**config.mk**
```make
export PLATFORM = sky130hd
export DESIGN_NAME = log_reader_flat
export DESIGN_NICKNAME = d
export VERILOG_FILES = /design/src/rtl/log_reader_if.sv /design/src/rtl/log_reader.sv /design/src/flat_wrapper.sv
export SDC_FILE = /design/constraint.sdc
export NUM_CORES = 1
export LEC_CHECK = 0
export BUFFER_PORTS_ARGS = -buffer_cell sky130_fd_sc_hd__buf_4
export CAP_MARGIN = 25
export CORE_MARGIN = 2
export CORE_UTILIZATION = 55
export DETAILED_ROUTE_END_ITERATION = 16
export PLACE_DENSITY = 0.87
export SYNTH_ARGS = -nofsm -noshare
export SYNTH_HDL_FRONTEND = slang
export SYNTH_SLANG_ARGS = --single-unit
```
**constraint.sdc**
```tcl
create_clock -name clk -period 5.4 [get_ports clk]
set_clock_uncertainty 0.2 [all_clocks]
set_input_delay 1.08 -clock clk [delete_from_list [all_inputs] [get_ports clk]]
set_output_delay 1.08 -clock clk [all_outputs]
set_load 0.02 [all_outputs]
```
**src/rtl/log_reader_if.sv**
```systemverilog
// Valid/ready stream that carries log words from log_reader to the host-side link.
interface log_reader_if #(
    parameter int DATA_WIDTH = 32
);
    logic [DATA_WIDTH-1:0] data;
    logic                  valid;
    logic                  ready;

    modport master (output data, output valid, input ready);
    modport slave  (input data, input valid, output ready);
endinterface

```
**src/rtl/log_reader.sv**
```systemverilog
// Dumps a window of words from the full log memory, one read in flight at a time,
// and presents each word on a valid/ready stream.
module log_reader #(
    parameter int BRAM_ADDR_WIDTH = 15,
    parameter int LOG_DATA_WIDTH  = 32,
    parameter int MEM_LATENCY     = 1
) (
    input  logic                       clk,
    input  logic                       i_rst,
    input  logic                       i_start,
    input  logic                       i_abort,
    input  logic [BRAM_ADDR_WIDTH-1:0] i_first_addr,
    input  logic [BRAM_ADDR_WIDTH:0]   i_num_words,
    input  logic                       i_mem_full,
    input  logic [LOG_DATA_WIDTH-1:0]  i_data_log_from_mem,
    output logic                       o_read_log,
    output logic [BRAM_ADDR_WIDTH-1:0] o_addr_log_to_mem,
    log_reader_if.master               log_stream,
    output logic                       o_busy,
    output logic                       o_done,
    output logic                       o_error
);
    localparam logic [2:0] ST_IDLE = 3'd0;
    localparam logic [2:0] ST_REQ  = 3'd1;
    localparam logic [2:0] ST_ADDR = 3'd2;
    localparam logic [2:0] ST_WAIT = 3'd3;
    localparam logic [2:0] ST_OUT  = 3'd4;
    localparam logic [2:0] ST_DONE = 3'd5;

    localparam int CNT_W  = BRAM_ADDR_WIDTH + 1;
    localparam int WAIT_W = (MEM_LATENCY > 1) ? $clog2(MEM_LATENCY) : 1;

    localparam logic [CNT_W-1:0]           CNT_ZERO  = {CNT_W{1'b0}};
    localparam logic [CNT_W-1:0]           CNT_ONE   = CNT_W'(1);
    localparam logic [CNT_W-1:0]           CNT_MAX   = {1'b1, {BRAM_ADDR_WIDTH{1'b0}}};
    localparam logic [BRAM_ADDR_WIDTH-1:0] ADDR_ZERO = {BRAM_ADDR_WIDTH{1'b0}};
    localparam logic [BRAM_ADDR_WIDTH-1:0] ADDR_ONE  = BRAM_ADDR_WIDTH'(1);
    localparam logic [WAIT_W-1:0]          WAIT_ZERO = {WAIT_W{1'b0}};
    localparam logic [WAIT_W-1:0]          WAIT_ONE  = WAIT_W'(1);
    localparam logic [WAIT_W-1:0]          WAIT_LAST = WAIT_W'(MEM_LATENCY - 1);
    localparam logic [LOG_DATA_WIDTH-1:0]  DATA_ZERO = {LOG_DATA_WIDTH{1'b0}};

    logic [2:0]                 state_r;
    logic [2:0]                 next_state_s;
    logic [WAIT_W-1:0]          wait_cnt_r;
    logic [BRAM_ADDR_WIDTH-1:0] addr_r;
    logic [BRAM_ADDR_WIDTH-1:0] addr_inc_s;
    logic [CNT_W-1:0]           remaining_r;
    logic [CNT_W-1:0]           num_sat_s;
    logic                       load_s;
    logic                       error_s;
    logic                       abort_s;
    logic                       transfer_s;
    logic                       advance_s;
    logic                       capture_s;
    logic                       read_next_s;

    assign abort_s     = i_abort & (state_r != ST_IDLE);
    assign transfer_s  = log_stream.valid & log_stream.ready;
    assign addr_inc_s  = addr_r + ADDR_ONE;
    assign num_sat_s   = (i_num_words > CNT_MAX) ? CNT_MAX : i_num_words;
    assign advance_s   = (state_r == ST_OUT) & (next_state_s == ST_ADDR);
    assign capture_s   = (state_r == ST_WAIT) & (next_state_s == ST_OUT);
    // A zero-length dump goes IDLE->DONE without ever requesting the memory.
    assign read_next_s = (next_state_s == ST_REQ) | (next_state_s == ST_ADDR) |
                         (next_state_s == ST_WAIT) | (next_state_s == ST_OUT) |
                         ((next_state_s == ST_DONE) & (state_r != ST_IDLE));

    // Next-state decode; abort outranks loss of full, transfer and completion.
    always_comb begin
        next_state_s = state_r;
        load_s       = 1'b0;
        error_s      = 1'b0;
        if (abort_s) begin
            next_state_s = ST_IDLE;
        end else begin
            case (state_r)
                ST_IDLE: begin
                    if (i_start) begin
                        if (!i_mem_full) begin
                            error_s = 1'b1;
                        end else if (i_num_words == CNT_ZERO) begin
                            next_state_s = ST_DONE;
                        end else begin
                            next_state_s = ST_REQ;
                            load_s       = 1'b1;
                        end
                    end else begin
                        next_state_s = ST_IDLE;
                    end
                end
                ST_REQ: begin
                    next_state_s = ST_ADDR;
                end
                ST_ADDR: begin
                    if (!i_mem_full) begin
                        next_state_s = ST_IDLE;
                        error_s      = 1'b1;
                    end else begin
                        next_state_s = ST_WAIT;
                    end
                end
                ST_WAIT: begin
                    if (!i_mem_full) begin
                        next_state_s = ST_IDLE;
                        error_s      = 1'b1;
                    end else if (wait_cnt_r == WAIT_LAST) begin
                        next_state_s = ST_OUT;
                    end else begin
                        next_state_s = ST_WAIT;
                    end
                end
                ST_OUT: begin
                    if (!i_mem_full) begin
                        next_state_s = ST_IDLE;
                        error_s      = 1'b1;
                    end else if (transfer_s) begin
                        if (remaining_r == CNT_ONE) begin
                            next_state_s = ST_DONE;
                        end else begin
                            next_state_s = ST_ADDR;
                        end
                    end else begin
                        next_state_s = ST_OUT;
                    end
                end
                ST_DONE: begin
                    next_state_s = ST_IDLE;
                end
                default: begin
                    next_state_s = ST_IDLE;
                end
            endcase
        end
    end

    // State register, wait counter and registered status outputs.
    always_ff @(posedge clk) begin
        if (i_rst) begin
            state_r    <= ST_IDLE;
            wait_cnt_r <= WAIT_ZERO;
            o_busy     <= 1'b0;
            o_done     <= 1'b0;
            o_error    <= 1'b0;
            o_read_log <= 1'b0;
        end else begin
            state_r    <= next_state_s;
            wait_cnt_r <= ((state_r == ST_WAIT) && (next_state_s == ST_WAIT)) ?
                          (wait_cnt_r + WAIT_ONE) : WAIT_ZERO;
            o_busy     <= (next_state_s != ST_IDLE);
            o_done     <= (next_state_s == ST_DONE);
            o_error    <= error_s;
            o_read_log <= read_next_s;
        end
    end

    // Word address, remaining count and the address presented to the memory.
    always_ff @(posedge clk) begin
        if (i_rst) begin
            addr_r            <= ADDR_ZERO;
            remaining_r       <= CNT_ZERO;
            o_addr_log_to_mem <= ADDR_ZERO;
        end else begin
            if (load_s) begin
                addr_r      <= i_first_addr;
                remaining_r <= num_sat_s;
            end else if (advance_s) begin
                addr_r      <= addr_inc_s;
                remaining_r <= remaining_r - CNT_ONE;
            end
            if ((state_r == ST_REQ) && (next_state_s == ST_ADDR)) begin
                o_addr_log_to_mem <= addr_r;
            end else if (advance_s) begin
                o_addr_log_to_mem <= addr_inc_s;
            end
        end
    end

    // Output word register; valid holds only while the FSM sits in OUT.
    always_ff @(posedge clk) begin
        if (i_rst) begin
            log_stream.data  <= DATA_ZERO;
            log_stream.valid <= 1'b0;
        end else if (capture_s) begin
            log_stream.data  <= i_data_log_from_mem;
            log_stream.valid <= 1'b1;
        end else if (next_state_s != ST_OUT) begin
            log_stream.valid <= 1'b0;
        end
    end
endmodule

```
**src/flat_wrapper.sv**
```systemverilog
// flat-port wrapper written by rule: the top's interface ports become plain ports
module log_reader_flat 
#(
    parameter int BRAM_ADDR_WIDTH = 15,
    parameter int LOG_DATA_WIDTH  = 32,
    parameter int MEM_LATENCY     = 1
)
  (clk, i_rst, i_start, i_abort, i_first_addr, i_num_words, i_mem_full, i_data_log_from_mem, o_read_log, o_addr_log_to_mem, o_busy, o_done, o_error, log_stream_data, log_stream_valid, log_stream_ready);
  log_reader_if #(.DATA_WIDTH((32))) log_stream_i ();
  input  logic clk;
  input  logic i_rst;
  input  logic i_start;
  input  logic i_abort;
  input  logic [BRAM_ADDR_WIDTH-1:0] i_first_addr;
  input  logic [BRAM_ADDR_WIDTH:0] i_num_words;
  input  logic i_mem_full;
  input  logic [LOG_DATA_WIDTH-1:0] i_data_log_from_mem;
  output logic o_read_log;
  output logic [BRAM_ADDR_WIDTH-1:0] o_addr_log_to_mem;
  output logic o_busy;
  output logic o_done;
  output logic o_error;
  output wire logic [$bits(log_stream_i.data)-1:0] log_stream_data;
  output wire logic [$bits(log_stream_i.valid)-1:0] log_stream_valid;
  input wire logic [$bits(log_stream_i.ready)-1:0] log_stream_ready;
  assign log_stream_data = log_stream_i.data;
  assign log_stream_valid = log_stream_i.valid;
  assign log_stream_i.ready = log_stream_ready;
  log_reader #(.BRAM_ADDR_WIDTH(BRAM_ADDR_WIDTH), .LOG_DATA_WIDTH(LOG_DATA_WIDTH), .MEM_LATENCY(MEM_LATENCY)) u_core (.clk(clk), .i_rst(i_rst), .i_start(i_start), .i_abort(i_abort), .i_first_addr(i_first_addr), .i_num_words(i_num_words), .i_mem_full(i_mem_full), .i_data_log_from_mem(i_data_log_from_mem), .o_read_log(o_read_log), .o_addr_log_to_mem(o_addr_log_to_mem), .log_stream(log_stream_i), .o_busy(o_busy), .o_done(o_done), .o_error(o_error));
endmodule
```
=== Yosys cells after proc, flatten, opt, wreduce, memory -nomap -nowiden ===
Cells that the tools add are included.

* Output and inout bits: 52
* Bits in registers: 87
* Memories kept: 0
* Memory bits (read-only): 0
* Latch bits: 0
* Input port bits: 69
* RAM bits: 0

* Div/mod/pow operators: 0
* Magnitude comparators: 1
* Multipliers: 0
* Shifts and indexed selects: 0
* Mux-type cells: 27
* Bitwise gates (word level): 10
* Equality and inequality tests: 11
* $add $sub $neg: 3
* Reductions and logical operators: 12

{| class="wikitable"
|+ Operator list
! cell !! count
|-
| $mux W16 || 3
|-
| $mux W15 || 3
|-
| $mux W3 || 9
|-
| $eq A16 B1 Y1 const B || 1
|-
| $gt A16 B16 Y1 const B || 1
|-
| $logic_not A16 Y1 || 1
|-
| $sub A16 B1 Y16 const B || 1
|-
| $add A15 B1 Y15 const B || 1
|-
| $pmux W3 S5 || 1
|-
| $eq A3 B2 Y1 const B || 4
|-
| $eq A3 B3 Y1 const B || 3
|-
| $mux W1 || 9
|-
| $eq A3 B1 Y1 const B || 2
|-
| $reduce_bool A2 Y1 || 3
|-
| $reduce_bool A3 Y1 || 2
|-
| $and A1 B1 Y1 || 5
|-
| $or A1 B1 Y1 || 4
|-
| $reduce_or A2 Y1 || 2
|-
| $logic_not A3 Y1 || 1
|-
| $ne A3 B3 Y1 const B || 1
|-
| $reduce_or A3 Y1 || 1
|-
| $logic_and A1 B1 Y1 || 2
|-
| $mux W2 || 1
|-
| $pmux W1 S2 || 1
|-
| other kinds (2) || 2
|}

=== Depth between registers and ports, before layout ===
Gate-level depths: netlist of the first run.

* Depth in word-level cells: 11
* Depth in mapped cells: 9

=== Least setup slack after synthesis of the first run ===
OpenSTA, ideal clock, no wires.

* Path kind: input to register
* Start point: input i_num_words[3]
* End point: register u_core.remaining_r[3]
* Stages on the path: 6
* Data arrival time: 2.579 ns
* Required time: 5.105 ns
* Slack: 2.526 ns
* Cell sequence: nor4_1 > nand4_1 > o21ai_1 > clkbuf_1 > o21ai_0 > a221oi_1

* Word-level cells in the longest chain between the ends: 9
* Elaborated cells between the ends (all ways): 17
* Classes of those cells: order compare (1); eq/ne (1); mux (12); bitwise (1); reduce/logical (2)

{| class="wikitable"
|+ Ends and longest elaborated chain
! element !! RTL line !! RTL
|-
| start, declared || flat_wrapper.sv:15 || <nowiki>input logic [BRAM_ADDR_WIDTH:0] i_num_words;</nowiki>
|-
| $logic_not A16 Y1 || log_reader.sv:82 || <nowiki>end else if (i_num_words == CNT_ZERO) begin</nowiki>
|-
| $mux W3 || log_reader.sv:82 ||
|-
| $mux W3 || log_reader.sv:80 || <nowiki>if (!i_mem_full) begin</nowiki>
|-
| $mux W3 || log_reader.sv:79 || <nowiki>if (i_start) begin</nowiki>
|-
| $pmux W3 S5 || log_reader.sv:77 || <nowiki>case (state_r)</nowiki>
|-
| $mux W3 || log_reader.sv:74 || <nowiki>if (abort_s) begin</nowiki>
|-
| $eq A3 B2 Y1 || log_reader.sv:62 || <nowiki>assign advance_s = (state_r == ST_OUT) & (next_state_s == ST_ADDR);</nowiki>
|-
| $and A1 B1 Y1 || log_reader.sv:62 ||
|-
| $reduce_bool A2 Y1 (no line) || n/a ||
|-
| end signal, assigned || log_reader.sv:166 || <nowiki>remaining_r <= num_sat_s;</nowiki>
|-
| end signal, assigned || log_reader.sv:169 || <nowiki>remaining_r <= remaining_r - CNT_ONE;</nowiki>
|-
| end, declared || log_reader.sv:48 || <nowiki>logic [CNT_W-1:0] remaining_r;</nowiki>
|}

Several ways; a longest one is shown, not always the timed one.
A chain may end at the register's enable or synchronous reset.

=== Worst setup path after layout of the first run ===
* Start point: register u_core.state_r[2]
* End point: register u_core.addr_r[9]

* Word-level cells in the longest chain between the ends: 7
* Elaborated cells between the ends (all ways): 17
* Classes of those cells: eq/ne (5); mux (7); bitwise (2); reduce/logical (3)

{| class="wikitable"
|+ Ends and longest elaborated chain
! element !! RTL line !! RTL
|-
| start, declared || log_reader.sv:43 || <nowiki>logic [2:0] state_r;</nowiki>
|-
| start signal, assigned || log_reader.sv:147 || <nowiki>state_r <= next_state_s;</nowiki>
|-
| $mux W3 || log_reader.sv:80 ||
|-
| $mux W3 || log_reader.sv:79 ||
|-
| $pmux W3 S5 || log_reader.sv:77 ||
|-
| $mux W3 || log_reader.sv:74 ||
|-
| $eq A3 B2 Y1 || log_reader.sv:62 ||
|-
| $and A1 B1 Y1 || log_reader.sv:62 ||
|-
| $reduce_bool A2 Y1 (no line) || n/a ||
|-
| end signal, assigned || log_reader.sv:165 || <nowiki>addr_r <= i_first_addr;</nowiki>
|-
| end signal, assigned || log_reader.sv:168 || <nowiki>addr_r <= addr_inc_s;</nowiki>
|-
| end, declared || log_reader.sv:46 || <nowiki>logic [BRAM_ADDR_WIDTH-1:0] addr_r;</nowiki>
|}

Several ways; a longest one is shown, not always the timed one.

==> impl_metrics.ini, run 1 <==
[sta]
post-route-period-util = 0.673
post-route-min-period_ns = 3.63
slew_viol_final = 0
slew_headroom = 0.331
finalSetupTns_ns = 0
setup_viol = 0
final_hold_viol_count = 0
fmax_mhz = 275
worstMarginPinSlew_ns = 1.00
grt_setup_unrepaired = no

[synthesis]
avgSynthCellArea_um2 = 8.43
synth_warnings = 0
synth.cell_area_um2 = 4640
ys_seq_area_frac = 0.376
ys.flop_type = dfxtp_1
synth_edf_count = 0
postSynthCellCount = 550
synthesis.nets = 622
synth_seq_cells = 87
async_flop_share = 0
synth_cell_types = 61

[worst_setup_path]
required_ns = 5.47
worstSetupStartpointType = flop
crit_type = reg -> reg
end_kind = flop
cpLargestDelayFamily = simple AND/OR/NAND/NOR gates
crit_buf_inv = 0
cp_data_arrival_time_ns = 3.70
cpPeakStageDelay_ns = 0.88
crit_chain = or3b_4 > nor4b_4 > and2_1 > mux2_2 > a211oi_1
slowest_stage = and2_1
critPathMaxFanout = 22

[clock_tree]
post-cts-setup-buffer-count = 0
clkTransAtPathRegs_ns = 0.09
cts-resized-gates = 0
cts_buffers = 9
cts-root-buf = clkbuf_8
htree_num_levels = 3
insertion_delay_ns = 0.36
cts_max_path_buffers = 2
tritoncts = done
ctsHoldBuffers = 0
clock-sinks = 87

[placement]
place_congestion = 0.902
portBuffers = 120
place_hpwl_mm = 8.74

[global_routing]
grt_max_degree = 80
grt_pass1_vias = 3992
grt_pass1_wl_mm = 19.6
grt_use_total = 0.269
antenna_found_initial = 0
overflow = 0

[detailed_routing]
first_iter_violations = 391
wl_mm = 12.8
vias = 4641
routedWlPerCell_um = 17.0
first_pass_iters = 5
via_per_inst = 6.19
drc = 0
drtAntennaViolNets = 0

[job]
maxCapViolCount = 0

[finish]
final_common_cell = buf_4
final_nets = 713
diodes = 0
layout_common_cells = 126 x buf_4, 90 x nand2_1, 87 x dfxtp_1, 47 x mux2i_1, 23 x nor2_1
synthToLayoutAreaGrowth_pct = 23.0
drive_gt1_frac = 0.247

[floorplanning]
fp-row-count = 33
die_y_um = 95.8
dieArea_um2 = 9180
ioPinCount = 121
initial_core_util = 0.567
coreArea_um2 = 8180
die_w_um = 95.8

[pwr]
leakage_nw = 2.26
power.density_nw_per_um2 = 243
total_power_mw = 1.38
peakVddDrop_v = 0.000147

[run_status]
status = completed

[hold_path]
hold_path.class = reg -> reg
## per-layer routing
layer  up-vias  global-route usage  part of all wire
met1      2167               0.367              0.42
met5         -                   0                 0
met4         0              0.0821             0.020
met2       232               0.441              0.49
li1       2218                   -                 -
met3        24              0.0392             0.075
## layout make-up
| type | instances | area, µm² |
|---|---|---|
| repair buffers | 126 | 946 |
| multi-input cells | 397 | 2620 |
| clock buffers | 9 | 124 |
| flip-flops and latches | 87 | 1740 |
| inverters | 20 | 75.1 |
| well taps | 105 | 131 |
| clock inverters | 6 | 71.3 |
| fillers | 645 | 2470 |
## cells in the mapped netlist (4+ instances only)
master / instances / share of area
mux2i_1: 47 / 0.10
nand3_1: 15 / 0.016
xor2_1: 6 / 0.011
buf_2: 9 / 0.0097
and3_1: 10 / 0.013
buf_4: 5 / 0.0081
nor4_1: 10 / 0.013
clkbuf_1: 31 / 0.025
o21a_1: 4 / 0.0065
a22o_1: 9 / 0.017
a211oi_1: 11 / 0.018
and4_1: 4 / 0.0076
o22ai_1: 6 / 0.0081
a32oi_1: 4 / 0.0076
nand4_1: 16 / 0.022
o21ai_0: 15 / 0.016
nor2_1: 23 / 0.019
nand2_1: 90 / 0.073
o31ai_1: 9 / 0.015
a311oi_1: 5 / 0.0094
a21o_1: 4 / 0.0065
inv_1: 19 / 0.015
a31oi_1: 7 / 0.0094
dfxtp_1: 87 / 0.38
o211ai_1: 5 / 0.0081
o221ai_1: 6 / 0.011
a21oi_1: 18 / 0.019
nor3_1: 19 / 0.021
## registers in the layout, indices dropped and copies added (netlist names)
register / cells
u_core.log_stream.data: 32
u_core.remaining_r: 16
u_core.addr_r: 15
u_core.o_addr_log_to_mem: 15
u_core.state_r: 3
u_core.log_stream.valid: 1
u_core.o_busy: 1
u_core.o_done: 1
u_core.o_error: 1
u_core.o_read_log: 1
u_core.wait_cnt_r: 1
## cells by family (layout without fill, tap and decap cells)
group / count (synthesis) / in the layout / share of synthesized area
buffers and inverters: 66 / 161 / 0.0615
AOI/OAI and AO/OA: 129 / 129 / 0.207
muxes: 48 / 48 / 0.104
xor gates and xnor gates: 8 / 8 / 0.0151
other: 1 / 1 / 0.000809
adders and majority gates: 3 / 3 / 0.00809
and+or+nand+nor: 208 / 208 / 0.228
DFF: 87 / 87 / 0.376
## final timing paths
path / slack [ns] / depth (start not counted) / startpoint / endpoint
hold / removal: 0.26 / 2 / u_core.log_stream.data[31] / u_core.log_stream.data[31]
hold reg to reg: 0.26 / 2 / u_core.log_stream.data[31] / u_core.log_stream.data[31]
setup / recovery: 1.77 / 5 / u_core.state_r[2] / u_core.addr_r[9]
setup reg to reg: 1.77 / 5 / u_core.state_r[2] / u_core.addr_r[9]
## worst register-to-register path, stage by stage (launching register included)
cell      delay (ns)
dfxtp_1         0.49
or3b_4          0.56
nor4b_4         0.73
and2_1          0.89
mux2_2          0.43
a211oi_1        0.24
## per-stage QoR
| step | area (µm²) | utilization | std cells | hold WS (ns) | setup slack [ns] |
|---|---|---|---|---|---|
| global placement | 5510 | 0.674 | 735 | 0.243 | 1.57 |
| detailed placement | 5510 | 0.674 | 735 | 0.248 | 1.51 |
| finish | 5710 | 0.698 | 750 | 0.260 | 1.77 |
| floorplan | 4640 | - | 550 | 0.277 | 2.53 |
| CTS | 5710 | 0.698 | 750 | 0.263 | 1.80 |
| global route | 5710 | 0.698 | 750 | 0.285 | 1.50 |
## where the power goes
group / internal (mW) / total, mW / switching [mW]
sequential: 0.664 / 0.694 / 0.0298
combinational: 0.103 / 0.232 / 0.129
clock: 0.214 / 0.458 / 0.243
No activity file was read; power rests on OpenSTA's default activity.
==> run 2: changes to the inputs <==
--- a/config.mk
+++ b/config.mk
@@ -8,9 +8,9 @@
 export BUFFER_PORTS_ARGS = -buffer_cell sky130_fd_sc_hd__buf_4
 export CAP_MARGIN = 25
 export CORE_MARGIN = 2
-export CORE_UTILIZATION = 55
+export CORE_UTILIZATION = 48
 export DETAILED_ROUTE_END_ITERATION = 16
-export PLACE_DENSITY = 0.87
+export PLACE_DENSITY = 0.8
 export SYNTH_ARGS = -nofsm -noshare
 export SYNTH_HDL_FRONTEND = slang
 export SYNTH_SLANG_ARGS = --single-unit
==> constraint.sdc (replaced) <==
create_clock -name clk -period 3.3 [get_ports clk]
set_clock_uncertainty 0.2 [all_clocks]
set_input_delay 0.66 -clock clk [delete_from_list [all_inputs] [get_ports clk]]
set_output_delay 0.66 -clock clk [all_outputs]
set_load 0.02 [all_outputs]
==> impl_metrics.ini, run 2 (synthesis gave the netlist of run 1 again) <==
[run_status]
status = completed

[clock_tree]
htree_num_levels = 3
cts_buffers = 9
cts_max_path_buffers = 2
insertion_delay_ns = 0.36
ctsHoldBuffers = 0
post-cts-setup-buffer-count = 0
tritoncts = done
clkTransAtPathRegs_ns = 0.09
cts-resized-gates = 0
cts-root-buf = clkbuf_8
clock-sinks = 87

[finish]
fillers = 786
regMostFlops = u_core.log_stream.data
largest_reg_flops = 32
synthToLayoutAreaGrowth_pct = 25.5
design_area_um2 = 5820
finalNonFillerCells = 782
diodes = 0
layout_common_cells = 130 x buf_4, 90 x nand2_1, 87 x dfxtp_1, 47 x mux2i_1, 23 x nor2_1
post-route-util = 0.624
drive_gt1_frac = 0.256
top_regs = u_core.log_stream.data (32), u_core.remaining_r (16)
final_common_cell = buf_4
final_nets = 720

[placement]
place_congestion = 0.986
pre_cts_ws_ns = 0.367
place_area_um2 = 5630
portBuffers = 120
place_hpwl_mm = 9.63
place_inst = 766

[pwr]
p_sw_frac = 0.312
leakage_nw = 2.30
intPower_mw = 1.55
peakVddDrop_v = 0.000186
p_switching_uw = 703
total_power_mw = 2.25
power_frac_seq = 0.505
clock_power_share = 0.321
p_comb_frac = 0.174
power.density_nw_per_um2 = 387

[floorplanning]
initial_core_util = 0.497
coreArea_um2 = 9330
die_y_um = 102
dieArea_um2 = 10500
die_w_um = 102
ioPinCount = 121
fp-row-count = 35

[global_routing]
grt_use_total = 0.258
overflow = 0
grt_max_degree = 55
grt_pass1_vias = 4390
grt_pass1_wl_mm = 21.4
antenna_found_initial = 0

[sta]
finalSetupTns_ns = 0
fin_ws_ns = 0.535
post-route-min-period_ns = 2.77
worstMarginPinSlew_ns = 0.635
slew_viol_final = 0
final_hold_viol_count = 0
post-route-period-util = 0.838
grt_setup_unrepaired = no
timing.hold.ws_ns = 0.265
fmax_mhz = 362
setup_viol = 0
slew_headroom = 0.575

[worst_setup_path]
required_ns = 3.37
cpPeakStageDelay_ns = 0.56
reg2reg_slack_ns = 0.53
critPathMaxFanout = 27
crit_type = reg -> reg
slowest_stage = or3b_4
worstSetupStartpointType = flop
end_kind = flop
crit_chain = or3b_4 > nor4b_4 > and2_1 > buf_12 > mux2_2 > a211oi_1
cp_data_arrival_time_ns = 2.83

[detailed_routing]
first_pass_iters = 5
drc = 0
first_iter_violations = 356
drtAntennaViolNets = 0
vias = 4720
wl_mm = 13.8
via_per_inst = 6.04
routedWlPerCell_um = 17.6

[hold_path]
hold_path.class = reg -> reg

[job]
maxCapViolCount = 0
## run 2: cell type report
| type | instances | area, µm² | share of cell area |
|---|---|---|---|
| clock buffers | 9 | 124 | 0.0213 |
| clock inverters | 7 | 67.6 | 0.0116 |
| inverters | 20 | 75.1 | 0.0129 |
| multi-input cells | 397 | 2620 | 0.449 |
| flip-flops and latches | 87 | 1740 | 0.299 |
| well taps | 129 | 161 | 0.0277 |
| repair buffers | 133 | 1040 | 0.178 |
## run 2: metal layers
| metal | track usage | wire (µm) | share of wire |
|---|---|---|---|
| met1 | 0.340 | 5610 | 0.41 |
| met5 | 0 | 0 | 0 |
| met3 | 0.0451 | 1150 | 0.083 |
| met2 | 0.429 | 6830 | 0.49 |
| met4 | 0.0872 | 216 | 0.016 |
## run 2: worst max-delay path, delay by kind of cell (launching register included)
family	cells	cell delay, ns
AND/OR/NAND/NOR	3	1.16
flip-flops	1	0.50
buffers and inverters	1	0.21
AO/OA/AOI/OAI	1	0.24
multiplexers	1	0.35
## run 2: path summary, 6_finish.rpt
path	endpoint	startpoint	cells after the start
max	u_core.addr_r[9]	u_core.state_r[2]	6
min	u_core.log_stream.data[8]	u_core.log_stream.data[8]	2
max reg2reg	u_core.addr_r[9]	u_core.state_r[2]	6
min reg2reg	u_core.log_stream.data[8]	u_core.log_stream.data[8]	2
## run 2: power groups by stage
stage          sequential, mW  clock [mW]  combinational (mW)
2_1_floorplan            1.15           0               0.233
3_3_place_gp             1.16           0               0.369
3_5_place_dp             1.16           0               0.383
4_1_cts                  1.14       0.736               0.386
5_1_grt                  1.14       0.787               0.422
6_report                 1.14       0.723               0.392
==> run 3: changes to the inputs <==
--- a/config.mk
+++ b/config.mk
@@ -5,12 +5,13 @@
 export SDC_FILE = /design/constraint.sdc
 export NUM_CORES = 1
 export LEC_CHECK = 0
+export ABC_AREA = 1
 export BUFFER_PORTS_ARGS = -buffer_cell sky130_fd_sc_hd__buf_4
 export CAP_MARGIN = 25
 export CORE_MARGIN = 2
-export CORE_UTILIZATION = 48
+export CORE_UTILIZATION = 54
 export DETAILED_ROUTE_END_ITERATION = 16
-export PLACE_DENSITY = 0.8
+export PLACE_DENSITY = 0.85
 export SYNTH_ARGS = -nofsm -noshare
 export SYNTH_HDL_FRONTEND = slang
 export SYNTH_SLANG_ARGS = --single-unit
==> constraint.sdc (replaced) <==
create_clock -name clk -period 2.66 [get_ports clk]
set_clock_uncertainty 0.2 [all_clocks]
set_input_delay 0.532 -clock clk [delete_from_list [all_inputs] [get_ports clk]]
set_output_delay 0.532 -clock clk [all_outputs]
set_load 0.02 [all_outputs]
==> impl_metrics.ini, run 3 <==
[synthesis]
synth.most_common_cell = nand2_1
avgSynthCellArea_um2 = 6.31
synth_cell_types = 34
synth.cell_area_um2 = 4890
synthesis.nets = 847
synth_seq_cells = 87
ys_seq_area_frac = 0.356
postSynthCellCount = 775
yosysTopAreaCell = dfxtp_1
netlist_top_cells_area = dfxtp_1 36%, nand2_1 16%, nor2_1 11%
ys.flop_type = dfxtp_1
synth_warnings = 0
synth_edf_count = 0
synth_common_cells = 206 x nand2_1, 139 x nor2_1, 87 x dfxtp_1
async_flop_share = 0
synth_top_area_share = 0.356

[worst_setup_path]
r2r-start = u_core.remaining_r[1]
crit_type = reg -> reg
reg2reg_slack_ns = 0.39
cp_data_arrival_time_ns = 2.31
critPathMaxFanout = 66
worstSetupStartpointType = flop
required_ns = 2.70
end_kind = flop
worstRegToRegCells = 16
worst_r2r_endpoint = u_core.log_stream.data[4]

[global_routing]
grt_pass1_wl_mm = 21.4
grt_max_degree = 67
grt_use_total = 0.260
grt_pass1_vias = 4830
overflow = 0
antenna_found_initial = 0

[detailed_routing]
first_iter_violations = 288
drtAntennaViolNets = 0
routedWlPerCell_um = 12.8
drc = 0
vias = 5179
via_per_inst = 5.21
wl_mm = 12.7
first_pass_iters = 7

[finish]
synthToLayoutAreaGrowth_pct = 24.3
final_common_cell = nand2_1
largest_reg_flops = 32
post-route-util = 0.694
diodes = 0
layout_common_cells = 206 x nand2_1, 139 x nor2_1, 134 x buf_4, 87 x dfxtp_1, 80 x inv_1
final_nets = 955
drive_gt1_frac = 0.202
finalNonFillerCells = 995
regMostFlops = u_core.log_stream.data
top_regs = u_core.log_stream.data (32), u_core.remaining_r (16)

[sta]
worstMarginPinSlew_ns = 0.642
slew_headroom = 0.561
setup_viol = 0
finalSetupTns_ns = 0
fmax_mhz = 441
post-route-period-util = 0.852
final_hold_viol_count = 0
fin_ws_ns = 0.393
grt_setup_unrepaired = no
slew_viol_final = 0
post-route-min-period_ns = 2.27

[run_status]
status = completed

[floorplanning]
fp-row-count = 34
coreArea_um2 = 8760
dieArea_um2 = 9840
ioPinCount = 121
die_w_um = 99.2
initial_core_util = 0.558
die_y_um = 99.2

[job]
maxCapViolCount = 0

[hold_path]
hold_path.class = in -> reg
hp-start = i_mem_full
hold_path_end = u_core.o_error
hold_depth = 2

[clock_tree]
tritoncts = done
clkTransAtPathRegs_ns = 0.10
post-cts-setup-buffer-count = 0
cts_buffers = 9
cts-root-buf = clkbuf_8
clock-sinks = 87
ctsHoldBuffers = 0
htree_num_levels = 3
cts-resized-gates = 0
insertion_delay_ns = 0.35
cts_max_path_buffers = 2

[placement]
place_congestion = 0.864
pre_cts_ws_ns = 0.227
portBuffers = 120
place_inst = 980
place_hpwl_mm = 9.25

[pwr]
peakVddDrop_v = 0.000329
total_power_mw = 3.05
leakage_nw = 3.02
power.density_nw_per_um2 = 501
run 3: kinds of logic (layout without fill, tap and decap cells):
kind of cell | after synthesis | count (layout) | share of synthesized area
AND/OR/NAND/NOR | 447 | 447 | 0.386
AO/OA/AOI/OAI | 94 | 94 | 0.107
adder cells (fa/ha/maj) | 3 | 3 | 0.00767
XOR/XNOR | 20 | 20 | 0.0358
flip-flops | 87 | 87 | 0.356
buffers and inverters | 123 | 235 | 0.107
other | 1 | 1 | 0.000766
run 3: cell type report:
cell class,instances,area (µm²)
clock buffers,10,138
clock inverters,5,88.8
multi-input cells,565,2630
well taps,108,135
fillers,769,2680
flip-flops and latches,87,1740
repair buffers,135,1030
inverters,85,319
run 3: where the power goes:
| part | total [mW] | internal, mW | switching (mW) | leakage, nW |
|---|---|---|---|---|
| Clock | 1.05 | 0.564 | 0.491 | 0.115 |
| Sequential | 1.40 | 1.35 | 0.0442 | 0.707 |
| Combinational | 0.597 | 0.249 | 0.348 | 2.20 |
| Total | 3.05 | 2.16 | 0.884 | 3.02 |
run 3: worst max-delay path, stage by stage (launching register included):
cell	delay, ns
dfxtp_1	0.32
inv_1	0.10
ha_1	0.15
inv_1	0.03
nor2_1	0.08
nand2_1	0.06
nor2_2	0.12
nand2_1	0.08
nand2_1	0.08
nand2_2	0.09
nand2_4	0.12
nand2_2	0.08
nor2_4	0.12
buf_12	0.27
nand3_1	0.11
nand2_1	0.09
nor2_1	0.04
run 3: how the worst max path moves through the flow:
stage	from	end	slack [ns]	cells after the start
2_1_floorplan	u_core.remaining_r[0]	u_core.log_stream.data[15]	0.61	16
3_3_place_gp	i_num_words[6]	u_core.log_stream.data[14]	0.29	14
3_5_place_dp	i_num_words[10]	u_core.log_stream.data[20]	0.23	14
4_1_cts	u_core.remaining_r[1]	u_core.log_stream.data[10]	0.40	16
5_1_grt	u_core.remaining_r[1]	u_core.log_stream.data[26]	0.13	16
6_report	u_core.remaining_r[1]	u_core.log_stream.data[4]	0.39	16
run 3: stage by stage:
stage               cell area, µm²  hold WS (ns)
floorplan                     4890         0.254
global placement              5850         0.253
detailed placement            5850         0.257
CTS                           6080         0.224
global route                  6080         0.237
finish                        6080         0.243
run 3: routing by layer:
| metal | global-route usage | share of wire |
|---|---|---|
| met1 | 0.327 | 0.42 |
| met2 | 0.445 | 0.49 |
| met3 | 0.0492 | 0.066 |
| met4 | 0.0896 | 0.028 |
| met5 | 0 | 0 |
